--- src/rtl/uart_tx_fsm.sv ---
// uart_tx_fsm
//   UART transmitter. Sends one byte per frame: a start bit, 8 data bits
//   LSB first, an optional parity bit, then 1 or 2 stop bits. The line
//   idles high and the start bit is 0. The baud timing comes from an
//   internal counter, so no external tick is needed.
//
// Parameters
//   CLKS_PER_BIT  clock cycles per bit period (2..65535)
//   PARITY_EN     1 inserts a parity bit after data bit 7
//   PARITY_ODD    0 = even parity, 1 = odd parity (used only with PARITY_EN)
//   STOP_BITS     number of stop bits, 1 or 2
//
// Ports
//   clk         system clock, rising edge
//   rst_n       asynchronous active-low reset
//   i_tx_start  send request, sampled only in IDLE
//   i_tx_data   byte to send, captured on the accepting edge
//   o_tx_d      serial line (registered)
//   o_tx_busy   high in every state except IDLE (registered)
//   o_tx_done   one-cycle pulse at the end of the frame (registered)
//
// State table
//   state  | meaning
//   IDLE   | line high, waiting for i_tx_start
//   START  | driving the start bit (0)
//   DATA   | driving data bits 0..7 from the shift register
//   PARITY | driving the parity bit of the captured byte
//   STOP   | driving the stop bit(s) (1)
//   DONE   | single cycle, done pulse asserted, then back to IDLE

module uart_tx_fsm #(
  parameter int CLKS_PER_BIT = 434,
  parameter bit PARITY_EN    = 1'b0,
  parameter bit PARITY_ODD   = 1'b0,
  parameter int STOP_BITS    = 1
) (
  input  logic       clk,
  input  logic       rst_n,
  input  logic       i_tx_start,
  input  logic [7:0] i_tx_data,
  output logic       o_tx_d,
  output logic       o_tx_busy,
  output logic       o_tx_done
);

  typedef enum logic [2:0] {
    IDLE   = 3'd0,
    START  = 3'd1,
    DATA   = 3'd2,
    PARITY = 3'd3,
    STOP   = 3'd4,
    DONE   = 3'd5
  } state_t;

  localparam logic [15:0] BAUD_LAST = 16'(CLKS_PER_BIT - 1);
  localparam logic [1:0]  STOP_LAST = 2'(STOP_BITS - 1);

  state_t      state;
  logic [15:0] baud_cnt;
  logic [2:0]  bit_cnt;
  logic [1:0]  stop_cnt;
  logic [7:0]  shift;
  logic [7:0]  data_lat;

  logic bit_end;
  logic parity_bit;

  assign bit_end    = (baud_cnt == BAUD_LAST);
  // Parity comes from the byte as captured; the shift register has been
  // emptied by the time the parity bit goes out.
  assign parity_bit = (^data_lat) ^ PARITY_ODD;

  // Outputs are assigned together with the next state, so each output
  // register already holds the value belonging to the state being entered.
  always_ff @(posedge clk or negedge rst_n) begin
    if (!rst_n) begin
      state     <= IDLE;
      baud_cnt  <= 16'd0;
      bit_cnt   <= 3'd0;
      stop_cnt  <= 2'd0;
      shift     <= 8'd0;
      data_lat  <= 8'd0;
      o_tx_d    <= 1'b1;
      o_tx_busy <= 1'b0;
      o_tx_done <= 1'b0;
    end else begin
      o_tx_done <= 1'b0;
      case (state)
        IDLE: begin
          baud_cnt  <= 16'd0;
          o_tx_d    <= 1'b1;
          o_tx_busy <= 1'b0;
          if (i_tx_start) begin
            shift     <= i_tx_data;
            data_lat  <= i_tx_data;
            state     <= START;
            o_tx_d    <= 1'b0;
            o_tx_busy <= 1'b1;
          end
        end

        START: begin
          if (bit_end) begin
            baud_cnt <= 16'd0;
            bit_cnt  <= 3'd0;
            state    <= DATA;
            o_tx_d   <= shift[0];
          end else begin
            baud_cnt <= baud_cnt + 16'd1;
          end
        end

        DATA: begin
          if (bit_end) begin
            baud_cnt <= 16'd0;
            shift    <= {1'b0, shift[7:1]};
            bit_cnt  <= bit_cnt + 3'd1;
            if (bit_cnt == 3'd7) begin
              stop_cnt <= 2'd0;
              if (PARITY_EN) begin
                state  <= PARITY;
                o_tx_d <= parity_bit;
              end else begin
                state  <= STOP;
                o_tx_d <= 1'b1;
              end
            end else begin
              // shift[1] is the bit that lands in shift[0] on this edge
              o_tx_d <= shift[1];
            end
          end else begin
            baud_cnt <= baud_cnt + 16'd1;
          end
        end

        PARITY: begin
          if (bit_end) begin
            baud_cnt <= 16'd0;
            stop_cnt <= 2'd0;
            state    <= STOP;
            o_tx_d   <= 1'b1;
          end else begin
            baud_cnt <= baud_cnt + 16'd1;
          end
        end

        STOP: begin
          if (bit_end) begin
            baud_cnt <= 16'd0;
            if (stop_cnt == STOP_LAST) begin
              state     <= DONE;
              o_tx_done <= 1'b1;
            end else begin
              stop_cnt <= stop_cnt + 2'd1;
            end
          end else begin
            baud_cnt <= baud_cnt + 16'd1;
          end
        end

        DONE: begin
          baud_cnt  <= 16'd0;
          state     <= IDLE;
          o_tx_d    <= 1'b1;
          o_tx_busy <= 1'b0;
        end

        default: begin
          baud_cnt  <= 16'd0;
          state     <= IDLE;
          o_tx_d    <= 1'b1;
          o_tx_busy <= 1'b0;
        end
      endcase
    end
  end

endmodule

--- config.mk ---
export PLATFORM = sky130hd
export DESIGN_NAME = uart_tx_fsm
export DESIGN_NICKNAME = d
export VERILOG_FILES = /design/src/rtl/uart_tx_fsm.sv
export SDC_FILE = /design/constraint.sdc
export NUM_CORES = 1
export LEC_CHECK = 0
export CAP_MARGIN = 5
export CORE_ASPECT_RATIO = 1.4
export CORE_MARGIN = 1
export CORE_UTILIZATION = 45
export CTS_BUF_LIST = sky130_fd_sc_hd__clkbuf_4
export DETAILED_ROUTE_END_ITERATION = 10
export PLACE_DENSITY = 0.67
export SLEW_MARGIN = 10
export SYNTH_ARGS = -nofsm -noshare
export SYNTH_HDL_FRONTEND = slang
export SYNTH_SLANG_ARGS = --single-unit
--- constraint.sdc ---
create_clock -name clk -period 2.1 [get_ports clk]
set_clock_uncertainty 0.2 [all_clocks]
set_input_delay 0.525 -clock clk [delete_from_list [all_inputs] [get_ports clk]]
set_output_delay 0.525 -clock clk [all_outputs]
set_load 0.01 [all_outputs]
==> summary.md, run 1 <==
| Metric | Value |
|---|---|
| Data required time of the critical path | 2.16 ns |
| Final hold slack | 0.322 ns |
| Dominant synthesized flop cell | sky130_fd_sc_hd__dfrtp_1 |
| Sinks on the clock net | 35 |
| Number of synthesized flops with an enable pin | 0 |
| Capturing element type of the critical path | flip-flop |
| Ratio of cells with drive above 1 in the final layout | 15.0% |
| Maximum clock frequency | 494 MHz |
| 1st-pass router iterations | 4 |
| Reg-to-reg slack, setup | 0.08 ns |
| Most frequent cells after synthesis | sky130_fd_sc_hd__dfrtp_1, sky130_fd_sc_hd__nor2_1, sky130_fd_sc_hd__inv_1, sky130_fd_sc_hd__xnor2_1, sky130_fd_sc_hd__nand2b_1 |
| Status | finished, final reports clean |
| Origin of the worst setup path | baud_cnt[10] |
| Area inside the core boundary | 0.00392 mm² |
| Depth of the worst register-to-register path | 5 |
| Via count normalized by instance count | 5.99 |
| Starting density of the core | 46.8% |
| All-Layer GR Usage | 21.2% |
| Pin count of the biggest net entering global routing | 36 |
| Area enclosed by the die boundary | 0.00434 mm² |
| Met3 Track Usage GR | 4.50% |
| Area growth syn-to-layout | 19.0% |
| Path class of the lowest-slack min-delay path | flip-flop to flip-flop |
| Final Critical Period | 2.02 ns |
| Number of buffers inserted by post-CTS setup repair | 0 |
| Lkg Pwr | 0.893 nW |
| Yosys top cell area share | 46.4% |
| Clock tree from TritonCTS | built |
| Cells after synthesis | 182 |
| Remaining max-slew budget at the tightest pin | 68.3% |
| Post-synthesis average cell area | 10.1 µm² |
| Synthesis Warnings | 0 |
| Worst setup SP type | flip-flop |
| Final weighted congestion in routability-driven placement | 0.830 |
| Vias after detailed routing | 1534 |
| Share of flip-flops with an asynchronous set or reset | 100% |
| Number of top-level pins | 14 |
| Routed len/inst | 16.7 µm |
| Slowest library cell on the worst path | sky130_fd_sc_hd__dfrtp_1 |
| Grt met2 use | 38.2% |
| Post-synthesis instance area | 0.00183 mm² |
| Most used standard cell by instance count after synthesis | sky130_fd_sc_hd__dfrtp_1 |
| Startpoint of the worst-slack reg-to-reg timing path | baud_cnt[10] |
| Detailed Route Iter0 Violations | 64 |
| Syn_nets | 198 |
| CTS max path bufs | 2 |
| Ant. Diodes | 0 |
| Design Power | 1.57 mW |
| Series of cell instances along the critical path | nor4_1 -> nand4_1 -> buf_4 -> or3_1 -> o21ai_1 |
| Global-route congestion overflow total | 0 |
| Vertical extent of the die | 77.5 µm |
| Reg area | 877 µm² |
| Startpoint-to-endpoint class of the critical path | flip-flop to flip-flop |
| Cell type contributing the most total cell area after synthesis | sky130_fd_sc_hd__dfrtp_1 |
| GR Layer Usage met1 | 23.7% |
| Number of routed nets with antenna violations | 0 |
| Final worst-path setup slack | 0.0762 ns |
| Arrival time at the worst endpoint | 2.08 ns |
| Number of fill cells | 364 |
| Final setup violation count | 0 |
| Worst vdd ir | 0.000523 V |
| Post-DP HPWL | 3070 µm |
| Worst Path Max Fanout | 6 |
| Maximum Capacitance Violations | 0 |
| Vias in the first global route | 1600 |
| Slew at the pin closest to its max-slew limit | 0.473 ns |
| Final layout net count | 229 |
| Number of antenna violations at the first check in global routing | 0 |
| Post-Route Utilization | 55.7% |
| Routed wire length | 4270 µm |
| Worst setup path endpoint | stop_cnt[1] |
| Clock-pin slew reported for the worst setup and hold paths after clock tree synthesis | 0.11 ns |
| Final Hold Violating Endpoints | 0 |
| Number of pins with negative max-slew slack in the final report | 0 |
| Number of buffers inserted by port buffering | 13 |
| Number of clock buffers inserted by TritonCTS | 5 |
| Clk_lat worst skew | 0.34 ns |
| Global route hottest layer | met2 |
| Multi-input combinational cell area | 908 µm² |
| Synth unique cells | 45 |
| First-pass GRT wire length | 7270 µm |
| FF+latch count, synth | 35 |
| Final Cycle Share | 96.4% |
| Kind of cell adding the most delay to the critical path | simple AND/OR/NAND/NOR gates |
| DRC violation count after routing | 0 |
| Critical path's largest stage delay | 0.45 ns |
| Seq/Total Area, Yosys | 47.8% |
| Width of the die | 56.0 µm |
| Power per cell area | 720 mW/mm² |
| Number of stages on the worst setup path | 5 |
| Buffers and inverters on the worst path | 1 |
| Cells taking the most area after synthesis | sky130_fd_sc_hd__dfrtp_1, sky130_fd_sc_hd__xnor2_1, sky130_fd_sc_hd__nor2_1, sky130_fd_sc_hd__o221a_1, sky130_fd_sc_hd__ha_1 |
| Number of placement rows | 27 |
| Root Buffer Master | sky130_fd_sc_hd__clkbuf_4 |
| Worst r2r dst | stop_cnt[1] |
| Deepest level of the CTS H-tree | 2 |
| Placement-stage worst setup slack | -0.0558 ns |
cell families after synthesis:
| group | after synthesis | share of synthesized area, % |
|---|---|---|
| compound gates | 30 | 12.8 |
| xor+xnor | 13 | 6.21 |
| fa+ha+maj | 5 | 3.41 |
| buf+inv | 17 | 3.68 |
| flops | 35 | 47.8 |
| mux | 2 | 1.16 |
| simple gates | 80 | 24.9 |
through the flow:
stage	area, µm²	std cells	setup TNS, ns
6_report	2180	256	0
5_1_grt	2180	256	-0.0109
4_1_cts	2170	256	0
3_5_place_dp	2120	249	-0.300
3_3_place_gp	2120	249	0
2_1_floorplan	1830	182	0
cell usage in the layout, fill, tap and decap left out, drive strengths merged, types with 6 or more instances in the layout:
| cell type | count |
|---|---|
| inv | 12 |
| nor3 | 6 |
| buf | 16 |
| xnor2 | 12 |
| nand2b | 8 |
| o21ai | 8 |
| nor2 | 26 |
| o221a | 7 |
| dfrtp | 34 |
| nand3 | 8 |
| nor4 | 7 |
| clkdlybuf4s50 | 12 |
routing by layer:
layer	vias to the layer above	wire, µm
met5	-	0
met4	0	106
met3	12	178
met2	50	2260
met1	749	1720
li1	723	-
state kept, by name (all words and copies together), names as in the netlist:
signal,count
o_tx_done,1
bit_cnt,3
o_tx_busy,1
stop_cnt,2
o_tx_d,1
state,3
baud_cnt,16
shift,8
worst min path at each step:
stage	to	depth (start not counted)	start
floorplan	baud_cnt[0]	0	rst_n
global route	o_tx_d	1	o_tx_d
global placement	shift[7]	1	shift[7]
finish	o_tx_d	1	o_tx_d
CTS	shift[7]	1	shift[7]
detailed placement	shift[7]	1	shift[7]
layout make-up:
type | instances | share of cell area (%)
multi-input combinational | 130 | 41.6
sequential | 35 | 40.2
timing repair buffer | 29 | 11.6
tap | 43 | 2.46
inverter | 12 | 2.06
clock buffer | 5 | 1.72
clock inverter | 2 | 0.401
report_power, final:
group | internal [mW] | switching (mW) | total, mW
Clock | 0.119 | 0.222 | 0.341
Sequential | 0.778 | 0.0753 | 0.853
Combinational | 0.207 | 0.170 | 0.377
Total | 1.10 | 0.467 | 1.57
what timing repair did:
item / CTS / global route
hold buffers: 0 / 0
pin swaps: 0 / 2
resized for setup: 3 / 3
gates cloned: 0 / 0
setup endpoints to repair: 8 / 14
(Power assumes the default switching activity.)
==> inputs of run 2 (changes only) <==
Settings changed: CTS_BUF_LIST sky130_fd_sc_hd__clkbuf_4 to unset, PLACE_DENSITY 0.67 to 0.7.
==> run 2 against run 1 <==
Effect of this change:
- cell area up 3.3%
- sequential share of layout area decreased by 1.3 points
- fmax rose by 2.7%
- clock-buffer cell count up 2
- final cell count grew 0.78%
- hold slack worse by 0.0097 ns
- critical path type unchanged
- critical endpoint is now baud_cnt[15]
- largest cell class unchanged
- highest routed layer unchanged
==> summary.md, run 2 (synthesis results as in run 1) <==
| Metric | Value |
|---|---|
| Status | finished, final reports clean |
| Placement-stage worst setup slack | -0.0368 ns (+0.0190 ns) |
| Arrival time at the worst endpoint | 1.98 ns (-0.10 ns) |
| Number of pins with negative max-slew slack in the final report | 0 (unchanged) |
| CTS max path bufs | 2 (unchanged) |
| Path class of the lowest-slack min-delay path | flip-flop to flip-flop |
| Setup repair after global routing missed its margin | no |
| First-pass GRT wire length | 7290 µm (+0.19%) |
| Final sum of negative setup slack | 0 ns (unchanged) |
| Multi-input combinational cell area | 915 µm² (+0.69%) |
| Ant. Diodes | 0 (unchanged) |
| Routed wire length | 4190 µm (-1.9%) |
| Maximum Capacitance Violations | 0 (unchanged) |
| Series of cell instances along the critical path | nand4_2 -> or4_1 -> or3_1 -> a21oi_1 |
| Vertical extent of the die | 77.5 µm (unchanged) |
| Clock tree from TritonCTS | built |
| Startpoint-to-endpoint class of the critical path | flip-flop to flip-flop |
| Starting density of the core | 46.8% (unchanged) |
| Depth of the worst register-to-register path | 4 (-1) |
| Reg-to-reg slack, setup | 0.13 ns (+0.05 ns) |
| Vias in the first global route | 1611 (+0.69%) |
| Root Buffer Master | sky130_fd_sc_hd__clkbuf_8 |
| Final hold slack | 0.312 ns (-0.00973 ns) |
| Number of antenna violations at the first check in global routing | 0 (unchanged) |
| Clock-pin slew reported for the worst setup and hold paths after clock tree synthesis | 0.07 ns (-0.04 ns) |
| Buffers and inverters on the worst path | 0 (-1) |
| Reg area | 877 µm² (unchanged) |
| Number of fill cells | 341 (-6.3%) |
| Kind of cell adding the most delay to the critical path | simple AND/OR/NAND/NOR gates |
| Routed len/inst | 16.2 µm (-2.7%) |
| Ratio of cells with drive above 1 in the final layout | 16.3% (+1.3 points) |
| Final Hold Violating Endpoints | 0 (unchanged) |
| Worst r2r dst | baud_cnt[15] |
| Placed Instances | 249 (unchanged) |
| Number of cells traversed by the worst hold path | 1 (unchanged) |
| Lkg Pwr | 0.929 nW (+4.0%) |
| All-Layer GR Usage | 21.2% (+0.037 points) |
| Worst setup SP type | flip-flop |
| Post-Route Utilization | 57.5% (+1.8 points) |
| Worst vdd ir | 0.000708 V (+35%) |
| Number of flip-flops under the largest register name | 16 (unchanged) |
| Final worst-path setup slack | 0.129 ns (+0.0533 ns) |
| Most frequent cells in the layout | sky130_fd_sc_hd__dfrtp_1, sky130_fd_sc_hd__nor2_1, sky130_fd_sc_hd__buf_4 |
| Final Critical Period | 1.97 ns (-0.0533 ns) |
| Width of the die | 56.0 µm (unchanged) |
| Post-DP HPWL | 3030 µm (-1.2%) |
| Data required time of the critical path | 2.11 ns (-0.05 ns) |
| Slew at the pin closest to its max-slew limit | 0.434 ns (-0.0385 ns) |
| Largest register by flop count | baud_cnt |
| Area enclosed by the die boundary | 0.00434 mm² (unchanged) |
| Most common cell after layout, fill and taps aside | sky130_fd_sc_hd__dfrtp_1 |
| Non-filler instance count after layout | 258 (+0.78%) |
| Via count normalized by instance count | 6.09 (+1.6%) |
| Design Power | 1.74 mW (+11%) |
| Critical path's largest stage delay | 0.54 ns (+0.09 ns) |
| Biggest registers after layout | baud_cnt: 16 flops, shift: 8 flops |
| Worst setup path endpoint | baud_cnt[15] |
| 1st-pass router iterations | 4 (unchanged) |
| Deepest level of the CTS H-tree | 2 (unchanged) |
| Final layout net count | 230 (+0.44%) |
| Area growth syn-to-layout | 22.9% |
| Final weighted congestion in routability-driven placement | 0.840 (+1.3%) |
| Origin of the worst setup path | baud_cnt[9] |
| Power per cell area | 774 mW/mm² (+7.5%) |
| Maximum clock frequency | 507 MHz (+2.7%) |
| Area inside the core boundary | 0.00392 mm² (unchanged) |
| Detailed Route Iter0 Violations | 72 (+13%) |
| Sinks on the clock net | 35 (unchanged) |
| Final Cycle Share | 93.8% (-2.5 points) |
| Pin count of the biggest net entering global routing | 36 (unchanged) |
| Hold-fix buffers, CTS | 0 (unchanged) |
| Number of clock buffers inserted by TritonCTS | 5 (unchanged) |
| Vias after detailed routing | 1570 (+2.3%) |
| Capturing element type of the critical path | flip-flop |
| Worst Path Max Fanout | 5 (-1) |
| Number of placement rows | 27 (unchanged) |
| Placed Instance Area | 0.00213 mm² (+0.59%) |
| Number of top-level pins | 14 (unchanged) |
| Slowest library cell on the worst path | sky130_fd_sc_hd__or4_1 |
| Final setup violation count | 0 (unchanged) |
| Number of routed nets with antenna violations | 0 (unchanged) |
| DRC violation count after routing | 0 (unchanged) |
| Startpoint of the worst-slack reg-to-reg timing path | baud_cnt[9] |
| Clk_lat worst skew | 0.29 ns (-0.05 ns) |
| Global-route congestion overflow total | 0 (unchanged) |
| Remaining max-slew budget at the tightest pin | 70.8% (+2.6 points) |
| Number of stages on the worst setup path | 4 (-1) |
| Design Area, Final | 0.00225 mm² (+3.3%) |
| Number of buffers inserted by port buffering | 13 (unchanged) |
==> run 2: cell types whose count changed in the layout (fill, tap and decap cells not counted), sizes merged <==
cell          delta
dlygate4sd2      -1
dlymetal6s2s     +1
buf              +1
clkbuf           +2
clkinv           -1
==> run 2: power breakdown <==
| part | leakage (nW) | internal, mW | total (mW) | switching, mW |
|---|---|---|---|---|
| Sequential | 0.448 | 0.779 | 0.851 | 0.0722 |
| Combinational | 0.433 | 0.214 | 0.392 | 0.178 |
| Clock | 0.0482 | 0.264 | 0.501 | 0.236 |
==> run 2: worst min-delay path by stage <==
| stage | from | end | slack [ns] |
|---|---|---|---|
| 2_1_floorplan | rst_n | baud_cnt[0] | 0.03 |
| 3_3_place_gp | shift[7] | shift[7] | 0.29 |
| 3_5_place_dp | shift[7] | shift[7] | 0.30 |
| 5_1_grt | o_tx_d | o_tx_d | 0.34 |
| 6_report | shift[7] | shift[7] | 0.31 |
| 4_1_cts | shift[7] | shift[7] | 0.31 |
==> run 2: what timing repair did <==
action,in CTS,in global routing
resized for setup,1,4
pin swaps,0,2
buffers inserted,0,1
setup endpoints to repair,7,31
==> run 2: worst register-to-register path: stages, from the launching register on <==
cell                      delay [ns]
sky130_fd_sc_hd__dfrtp_1        0.49
sky130_fd_sc_hd__nand4_2        0.21
sky130_fd_sc_hd__or4_1          0.54
sky130_fd_sc_hd__or3_1          0.32
sky130_fd_sc_hd__a21oi_1        0.14
==> run 2: cell type report <==
type,count,share of cell area [%]
clock buffer,7,3.83
sequential,35,38.9
clock inverter,1,0.222
timing repair buffer,30,12.1
inverter,12,2.00
tap,43,2.39
multi-input combinational,130,40.6
==> run 2: per-layer routing <==
metal,track usage (%),up-vias,wire (µm)
met1,23.3,779,1670
met2,37.7,52,2220
met3,5.33,18,182
li1,-,721,-
met4,10.0,0,121
met5,0,-,0
==> inputs of run 3 (changes only) <==
Settings changed: SLEW_MARGIN 10 to unset.
==> results of run 3 <==
No change in the layout: final DEF, timing and power equal those of run 2.
